`config.mk`:
```
export PLATFORM = sky130hd
export DESIGN_NAME = chain_sequencer
export DESIGN_NICKNAME = d
export VERILOG_FILES = /design/src/rtl/chain_sequencer.sv
export SDC_FILE = /design/constraint.sdc
export NUM_CORES = 1
export LEC_CHECK = 0
export CAP_MARGIN = 20
export CORE_AREA = 2 2 210 212
export CTS_BUF_LIST = sky130_fd_sc_hd__clkbuf_16
export DETAILED_ROUTE_END_ITERATION = 10
export DIE_AREA = 0 0 212 214
export SKIP_LAST_GASP = 1
export SYNTH_ARGS = -nofsm -noshare
export SYNTH_HDL_FRONTEND = slang
export SYNTH_SLANG_ARGS = --single-unit
```
`constraint.sdc`:
```
create_clock -name clk -period 4.05 [get_ports clk]
set_input_delay 0.81 -clock clk [delete_from_list [all_inputs] [get_ports clk]]
set_output_delay 0.81 -clock clk [all_outputs]
set_load 0.005 [all_outputs]
```
`src/rtl/chain_sequencer.sv`:
```
// ---------------------------------------------------------------------------
// chain_sequencer
//
// Purpose:
//    Accepts one N-lane vector at a time and re-issues it once per active
//    chain. Beats carry chainId 0..num_chains-1 in ascending order, one per
//    cycle. The number of active chains is set over a small config bus.
//    A write that arrives mid-vector is parked and only takes effect once
//    that vector has finished issuing.
//
// Ports:
//    clk          - single clock, all logic on posedge
//    rst_n        - synchronous active-low reset
//    tracing      - global enable; gates both accepts and beat issue
//    configId     - config bus target id
//    configData   - config bus payload (new chain count, 1..MAX_CHAINS)
//    valid_in     - upstream vector valid
//    ready_in     - block accepts a vector this cycle (combinational)
//    eof_in       - end-of-frame tag of the input vector
//    vector_in    - input vector, lane i at [i*DATA_WIDTH +: DATA_WIDTH]
//    vector_out   - vector issued to the filter-reduce datapath
//    chainId_out  - chain being issued
//    valid_out    - issue beat valid (no downstream backpressure)
//    eof_out      - eof tag of the issued beat
//    busy         - high while a vector is being issued
// ---------------------------------------------------------------------------
module chain_sequencer #(
   parameter int N                  = 8,
   parameter int DATA_WIDTH         = 32,
   parameter int MAX_CHAINS         = 4,
   parameter int PERSONAL_CONFIG_ID = 0,
   parameter int INITIAL_NUM_CHAINS = 1,
   localparam int CW = (MAX_CHAINS > 1) ? $clog2(MAX_CHAINS) : 1,
   localparam int NW = $clog2(MAX_CHAINS + 1)
) (
   input  logic                      clk,
   input  logic                      rst_n,
   input  logic                      tracing,
   input  logic [7:0]                configId,
   input  logic [7:0]                configData,
   input  logic                      valid_in,
   output logic                      ready_in,
   input  logic                      eof_in,
   input  logic [N*DATA_WIDTH-1:0]   vector_in,
   output logic [N*DATA_WIDTH-1:0]   vector_out,
   output logic [CW-1:0]             chainId_out,
   output logic                      valid_out,
   output logic                      eof_out,
   output logic                      busy
);

   typedef enum logic {
      IDLE  = 1'b0,
      ISSUE = 1'b1
   } state_e;

   localparam logic [7:0] CFG_ID  = 8'(PERSONAL_CONFIG_ID);
   localparam logic [7:0] CFG_MAX = 8'(MAX_CHAINS);

   state_e                   state_q, state_d;
   logic [CW-1:0]            cnt_q, cnt_d;
   logic [NW-1:0]            numChains_q, numChains_d;
   logic                     pendValid_q, pendValid_d;
   logic [NW-1:0]            pendNum_q, pendNum_d;
   logic                     validOut_q, validOut_d;
   logic                     eofOut_q, eofOut_d;
   logic [CW-1:0]            chainOut_q, chainOut_d;
   logic [N*DATA_WIDTH-1:0]  vectorOut_q, vectorOut_d;

   logic                     cfgWrite;
   logic [NW-1:0]            cfgNum;
   logic                     isLast;
   logic                     accept;
   logic                     finishing;
   logic                     advancing;

   // Decode the config bus and classify this cycle. The final beat of a
   // vector is the one showing cnt == num_chains-1. The vector only counts
   // as finished when tracing lets the sequence move past that beat. That
   // same cycle is the one where a new vector may be accepted.
   always_comb begin
      cfgWrite  = (configId == CFG_ID) && (configData >= 8'd1) && (configData <= CFG_MAX);
      cfgNum    = NW'(configData);
      isLast    = (NW'(cnt_q) == (numChains_q - NW'(1)));
      ready_in  = tracing && ((state_q == IDLE) || ((state_q == ISSUE) && isLast));
      accept    = valid_in && ready_in;
      finishing = (state_q == ISSUE) && tracing && isLast;
      advancing = (state_q == ISSUE) && tracing && !isLast;
   end

   // Next-state logic. The output registers also act as the holding
   // registers for the accepted vector and eof. They load on accept and
   // then hold for every later beat, so no separate copy is kept. valid_out
   // defaults low, which covers IDLE, a frozen ISSUE (tracing=0) and the
   // cycle after the last beat. A pending chain count is applied at the end
   // of the final beat, ahead of a back-to-back accept, so the new vector
   // already counts against it.
   always_comb begin
      state_d     = state_q;
      cnt_d       = cnt_q;
      numChains_d = numChains_q;
      pendValid_d = pendValid_q;
      pendNum_d   = pendNum_q;
      validOut_d  = 1'b0;
      eofOut_d    = eofOut_q;
      chainOut_d  = chainOut_q;
      vectorOut_d = vectorOut_q;

      case (state_q)
         IDLE: begin
            if (accept) begin
               state_d = ISSUE;
            end
         end
         ISSUE: begin
            if (finishing && !accept) begin
               state_d = IDLE;
            end
         end
         default: begin
            state_d = IDLE;
         end
      endcase

      if (accept) begin
         cnt_d       = '0;
         validOut_d  = 1'b1;
         chainOut_d  = '0;
         vectorOut_d = vector_in;
         eofOut_d    = eof_in;
      end else if (advancing) begin
         cnt_d      = cnt_q + CW'(1);
         validOut_d = 1'b1;
         chainOut_d = cnt_q + CW'(1);
      end

      if (cfgWrite && ((state_q == IDLE) || finishing)) begin
         numChains_d = cfgNum;
         pendValid_d = 1'b0;
      end else if (finishing && pendValid_q) begin
         numChains_d = pendNum_q;
         pendValid_d = 1'b0;
      end else if (cfgWrite) begin
         pendValid_d = 1'b1;
         pendNum_d   = cfgNum;
      end
   end

   // State and output registers. Reset wins over any accept or config
   // write in the same cycle, and it drops any beats still to be issued.
   always_ff @(posedge clk) begin
      if (!rst_n) begin
         state_q     <= IDLE;
         cnt_q       <= '0;
         numChains_q <= NW'(INITIAL_NUM_CHAINS);
         pendValid_q <= 1'b0;
         pendNum_q   <= '0;
         validOut_q  <= 1'b0;
         eofOut_q    <= 1'b0;
         chainOut_q  <= '0;
         vectorOut_q <= '0;
      end else begin
         state_q     <= state_d;
         cnt_q       <= cnt_d;
         numChains_q <= numChains_d;
         pendValid_q <= pendValid_d;
         pendNum_q   <= pendNum_d;
         validOut_q  <= validOut_d;
         eofOut_q    <= eofOut_d;
         chainOut_q  <= chainOut_d;
         vectorOut_q <= vectorOut_d;
      end
   end

   assign vector_out  = vectorOut_q;
   assign chainId_out = chainOut_q;
   assign valid_out   = validOut_q;
   assign eof_out     = eofOut_q;
   assign busy        = (state_q == ISSUE);

endmodule
```
==> impl_metrics.json, run 1 <==
{
  "cts_tree": "built",
  "drt_iter0_markers": 461,
  "drv_cap": 0,
  "drc": 0,
  "syn2layout_area_growth_pct": 74.25,
  "rsz0062_at_grt": "false",
  "ys_ff_latch": 268,
  "power.total_w": 0.006629,
  "worstSetupPathType": "flop to output pin",
  "clock.fmax_mhz": 292.7,
  "antenna_found_initial": 1,
  "syn-num-nets": 1466,
  "setup_viol": 0,
  "cts_buffer_depth": 3,
  "maxSlewViolCount": 0,
  "power_density_nw_per_um2": 401.8,
  "root_buffer": "clkbuf_16",
  "cts_buffers": 30,
  "dieWidth_um": 212,
  "cts_setup_buffers": 0,
  "gr-usage-met1_pct": 15.04,
  "synth.avg_cell_area_um2": 7.971,
  "initial_core_util_pct": 22.08,
  "die_area_um2": 45370,
  "hold_viol": 0,
  "io_buffers": 538,
  "tns_ns": 0,
  "globalplace.congestion": 0.7946,
  "synthDistinctLibCells": 34,
  "grt-ovfl-total": 0,
  "hold_class": "flop to flop",
  "place_ws_ns": 0.9532,
  "crit_arrival_ns": 2.61,
  "die_y_um": 214,
  "io_pins": 539,
  "netlist_area_um2": 9469,
  "skew_ns": 0.01242,
  "drt-wirelength-per-cell_um": 15.12,
  "crit_path_start_kind": "flop",
  "vias": 9751,
  "slew_headroom_pct": 51.21,
  "vdd_drop_max_mv": 0.3329,
  "grt_max_degree": 100,
  "htreeDepth": 1,
  "grt.busiest_layer": "met2",
  "grt_pass1_wl_mm": 52.81,
  "period_share_pct": 84.36,
  "dp_hpwl_mm": 25.69,
  "setup_slack_ns": 0.6335,
  "fin_crit_ns": 3.416,
  "outcome": "complete, no violations",
  "grt_util_met3_pct": 5.762,
  "grt_pass1_vias": 9637,
  "antenna_left": 0,
  "layout.nets": 1982,
  "core_area_um2": 42890,
  "yosys_warnings": 0,
  "ctsHoldBuffers": 0,
  "antenna_cells": 0,
  "clock-sinks": 268,
  "post_cts_resized": 0,
  "routed_wl_mm": 34.94,
  "use_met2_pct": 26.28,
  "row_count": 76,
  "drt_pre_antenna_iters": 4,
  "ys_seq_area_share_pct": 56.66,
  "endpoint_kind": "output pin",
  "drive_above_1_share_pct": 4.635,
  "synthCells": 1188,
  "grt_usage_pct": 14.55,
  "power.leakage_nw": 6.129,
  "tightestPinTransition_ns": 0.7296,
  "worstPathMaxFanout": 9,
  "critPathRequiredTime_ns": 3.24,
  "path_clk_slew_ns": 0.05,
  "worstSkewPairLatency_ns": 0.56,
  "vias_per_cell": 4.219
}
## placed cells by master (no fill, tap or decap), types with 2 or more instances in the layout
master,count
nand2_1,523
dfxtp_1,268
bufinv_16,2
xor2_2,2
nor4_1,3
a21oi_1,261
buf_12,13
a41oi_1,2
clkinv_2,5
clkbuf_16,31
o41ai_1,2
nand3_1,2
mux2i_1,5
nor2_1,6
inv_1,10
buf_4,20
clkinv_1,8
nand4_1,2
clkdlybuf4s50_1,538
xnor2_1,2
## registers in the layout (all words and copies together) (netlist names)
| register | count |
|---|---|
| vector_out | 256 |
| chainId_out | 2 |
| eof_out | 1 |
| pendValid_q | 1 |
| pendNum_q | 3 |
| valid_out | 1 |
| numChains_q | 3 |
| busy | 1 |
## worst paths after layout
path / startpoint / endpoint / slack (ns) / cells after the start
worst max-delay path: numChains_q[0] / ready_in / 0.63 / 6
worst min-delay path: vector_out[85] / vector_out[85] / 0.45 / 2
worst max register to register: numChains_q[0] / vector_out[104] / 1.56 / 8
worst min register to register: vector_out[85] / vector_out[85] / 0.45 / 2
## kinds of logic after synthesis
family | count (synthesis) | share of synthesized area (%)
AND/OR/NAND/NOR | 544 | 22.03
AO/OA/AOI/OAI | 272 | 14.84
flip-flops | 268 | 56.66
buffers and inverters | 92 | 5.021
XOR/XNOR | 6 | 0.7929
multiplexers | 5 | 0.5286
adder cells (fa/ha/maj) | 1 | 0.1321
## layer usage
metal,up-vias,wire length [um]
met1,4464,13080
li1,4869,-
met2,351,17000
met3,65,3629
met5,-,12
met4,2,1215
## worst max-delay path, cell delays in order (launching register included)
cell	delay (ns)
dfxtp_1	0.39
inv_1	0.06
ha_1	0.32
xor2_2	0.38
nand3_1	0.12
a21oi_1	0.23
clkdlybuf4s50_1	0.54
## synth_stat cells, drive strengths merged
cell,n,area [um2]
buf,54,332.8
ha,1,12.51
nor4,3,18.77
o21ai,1,5.000
and2,1,6.260
xor2,3,41.29
nand3,2,10.01
a41oi,3,33.79
a211oi,1,7.510
o41ai,2,17.52
nand2,523,1963
a41o,2,20.02
clkbuf,33,123.9
mux2i,5,50.05
nand4,2,12.51
dfxtp,268,5365
a31oi,1,6.260
inv,5,18.76
xnor2,3,33.79
and3,1,6.260
and4,1,8.760
a21oi,261,1306
nor2,6,22.52
nor3,1,5.000
a311oi,1,8.760
or3,2,17.52
and3b,1,8.760
nand2b,1,6.260
## power by group
| group | leakage [nW] | internal (W) | switching [W] |
|---|---|---|---|
| sequential | 2.20 | 0.00281 | 0.0000853 |
| clock | 0.479 | 0.00150 | 0.00110 |
| combinational | 3.45 | 0.000674 | 0.000465 |
| total | 6.13 | 0.00498 | 0.00165 |
## final cells by class
type,count,area (um2)
Clock buffer,31,775.7
Multi-Input combinational cell,828,3651
Timing Repair Buffer,571,5796
Clock inverter,23,153.9
Inverter,5,26.28
Fill cell,4350,26390
Sequential cell,268,5365
Tap cell,585,732.0
## metrics by stage
stage                     std cells  area (um2)  hold slack [ns]  util, %
after floorplan                1188        9469           0.4373        -
after global placement         2257       15570           0.4406    36.31
after detailed placement       2257       15570           0.4461    36.31
after CTS                      2311       16500           0.4539    38.47
after global routing           2311       16500           0.4664    38.47
final                          2311       16500           0.4512    38.47
Power figures use the tool's default switching activity.
==> run 2: changes to the inputs <==
--- a/config.mk
+++ b/config.mk
@@ -6,10 +6,10 @@
 export NUM_CORES = 1
 export LEC_CHECK = 0
 export CAP_MARGIN = 20
-export CORE_AREA = 2 2 210 212
+export CORE_AREA = 2 2 209 211
 export CTS_BUF_LIST = sky130_fd_sc_hd__clkbuf_16
 export DETAILED_ROUTE_END_ITERATION = 10
-export DIE_AREA = 0 0 212 214
+export DIE_AREA = 0 0 211 213
 export SKIP_LAST_GASP = 1
 export SYNTH_ARGS = -nofsm -noshare
 export SYNTH_HDL_FRONTEND = slang
==> constraint.sdc (replaced) <==
create_clock -name clk -period 3.3 [get_ports clk]
set_input_delay 0.66 -clock clk [delete_from_list [all_inputs] [get_ports clk]]
set_output_delay 0.66 -clock clk [all_outputs]
set_load 0.005 [all_outputs]
==> run 2 against run 1 <==
Effect of this change:
- first-iteration DRC count is 11% lower
- clock power is 20% higher
- flip-flop and latch count stayed put
- via count is 0.74% lower
- sequential share of layout area is 0.22 points higher
- worst setup slack worse by 0.52 ns
- hold slack hardly changed
- utilization is 0.092 points lower
- design area is 0.68% lower
- clock skew is 0.018 ns higher
- largest power group unchanged
==> impl_metrics.json, run 2 (same netlist as run 1, synthesis figures left out) <==
{
  "wl_met1_mm": 13.92,
  "final-instance-count-excl-fill": 2266,
  "io_pins": 539,
  "worstSkewPairLatency_ns": 0.57,
  "antenna_found_initial": 0,
  "globalplace.congestion": 0.7803,
  "holdPathStages": 2,
  "root_buffer": "clkbuf_16",
  "drc": 0,
  "row_count": 76,
  "tightestPinTransition_ns": 0.6881,
  "die_area_um2": 44940,
  "drive_above_1_share_pct": 4.244,
  "layout_common_cells": "clkdlybuf4s50_1 (538), nand2_1 (523), dfxtp_1 (268), a21oi_1 (261), clkbuf_16 (31)",
  "drt_pre_antenna_iters": 6,
  "drv_cap": 0,
  "drt-wirelength-per-cell_um": 15.36,
  "grt_max_degree": 132,
  "drt_iter0_markers": 412,
  "grt-ovfl-total": 0,
  "layout.nets": 1975,
  "vias": 9679,
  "reg2regPathDepth": 8,
  "worstSetupPathType": "flop to output pin",
  "reg2reg_from": "numChains_q[0]",
  "crit_path_start_kind": "flop",
  "largest_reg_flops": 256,
  "antenna_cells": 0,
  "power.leakage_nw": 6.090,
  "cts_buffers": 30,
  "outcome": "complete, no violations",
  "setup_viol": 0,
  "wl_met3_mm": 3.436,
  "vias_per_cell": 4.271,
  "slew_headroom_pct": 54.13,
  "grt_pass1_wl_mm": 52.79,
  "cts_tree": "built",
  "antenna_left": 0,
  "crit_arrival_ns": 2.53,
  "clock.fmax_mhz": 313.6,
  "min_from": "vector_out[192]",
  "power_density_nw_per_um2": 490.8,
  "cts_buffer_depth": 3,
  "period_share_pct": 96.63,
  "syn2layout_area_growth_pct": 73.06,
  "hold_path_end": "vector_out[192]",
  "top_layer_used": "met4",
  "ctsHoldBuffers": 0,
  "fin_crit_ns": 3.189,
  "maxSlewViolCount": 0,
  "timing.rr.end": "vector_out[164]",
  "endpoint_kind": "output pin",
  "r2r_slack_ns": 0.93,
  "htreeDepth": 1,
  "die_y_um": 213,
  "critPathRequiredTime_ns": 2.64,
  "routed_wl_mm": 34.81,
  "dieWidth_um": 211,
  "placed_cells": 2211,
  "core_area_um2": 42700,
  "final_common_cell": "clkdlybuf4s50_1",
  "grt_usage_pct": 14.60,
  "skew_ns": 0.03018,
  "post_cts_resized": 0,
  "clock-sinks": 268,
  "vdd_drop_max_mv": 0.4123,
  "met2WireLength_mm": 16.46,
  "dp_hpwl_mm": 24.95,
  "hold_ws_ns": 0.4512,
  "hold_viol": 0,
  "hold_class": "flop to flop",
  "cts_setup_buffers": 0,
  "io_buffers": 538,
  "grt_pass1_vias": 9702,
  "initial_core_util_pct": 22.18,
  "worstPathMaxFanout": 9,
  "path_clk_slew_ns": 0.06
}
==> run 2: cell types whose count changed in the layout (fill, tap and decap cells not counted), sizes merged <==
cell / previous run / this run
inv: 11 / 12
bufinv: 2 / 1
clkinv: 14 / 15
buf: 33 / 26
==> run 2: cell type report <==
type / instances / area [um2]
inverter: 5 / 26.28
tap: 546 / 683.2
clock inverter: 24 / 132.6
fill: 4279 / 26310
clock buffer: 31 / 775.7
sequential: 268 / 5365
multi-input combinational: 828 / 3674
timing repair buffer: 564 / 5731
==> run 2: worst max path at each step <==
stage                        start             end  cells past startpoint
global route        numChains_q[0]        ready_in                      6
floorplan           numChains_q[0]        ready_in                      5
finish              numChains_q[0]        ready_in                      6
detailed placement         tracing  vector_out[86]                      7
global placement    numChains_q[0]        ready_in                      6
CTS                 numChains_q[0]        ready_in                      6
==> run 2: power breakdown <==
group / total, W / switching [W] / internal, W
clock network: 0.00311 / 0.00135 / 0.00176
logic: 0.00138 / 0.000568 / 0.000812
registers: 0.00355 / 0.000105 / 0.00345
total: 0.00804 / 0.00202 / 0.00602
==> run 2: routing by layer <==
layer / up-vias / global-route usage (%)
met2: 372 / 24.98
met5: - / 0
li1: 4844 / -
met4: 0 / 5.294
met3: 53 / 5.677
met1: 4410 / 16.48
==> run 2: per-stage QoR <==
stage	setup slack, ns	power (W)	utilization, %	instance area [um2]	TNS, ns
floorplan	1.351	0.004091	-	9469	0
global placement	0.6025	0.004996	36.20	15460	0
detailed placement	0.5559	0.005015	36.20	15460	0
CTS	0.008852	0.008176	38.33	16360	0
global route	-0.02455	0.008452	38.38	16390	-0.02455
finish	0.1111	0.008043	38.38	16390	0
==> run 2: worst max-delay path, cell delays in order, from the launching register on <==
cell and delay [ns]:
dfxtp_1 0.39, inv_1 0.07, ha_1 0.36, xor2_4 0.31, nand3_1 0.11, a21oi_1 0.21, clkdlybuf4s50_1 0.53
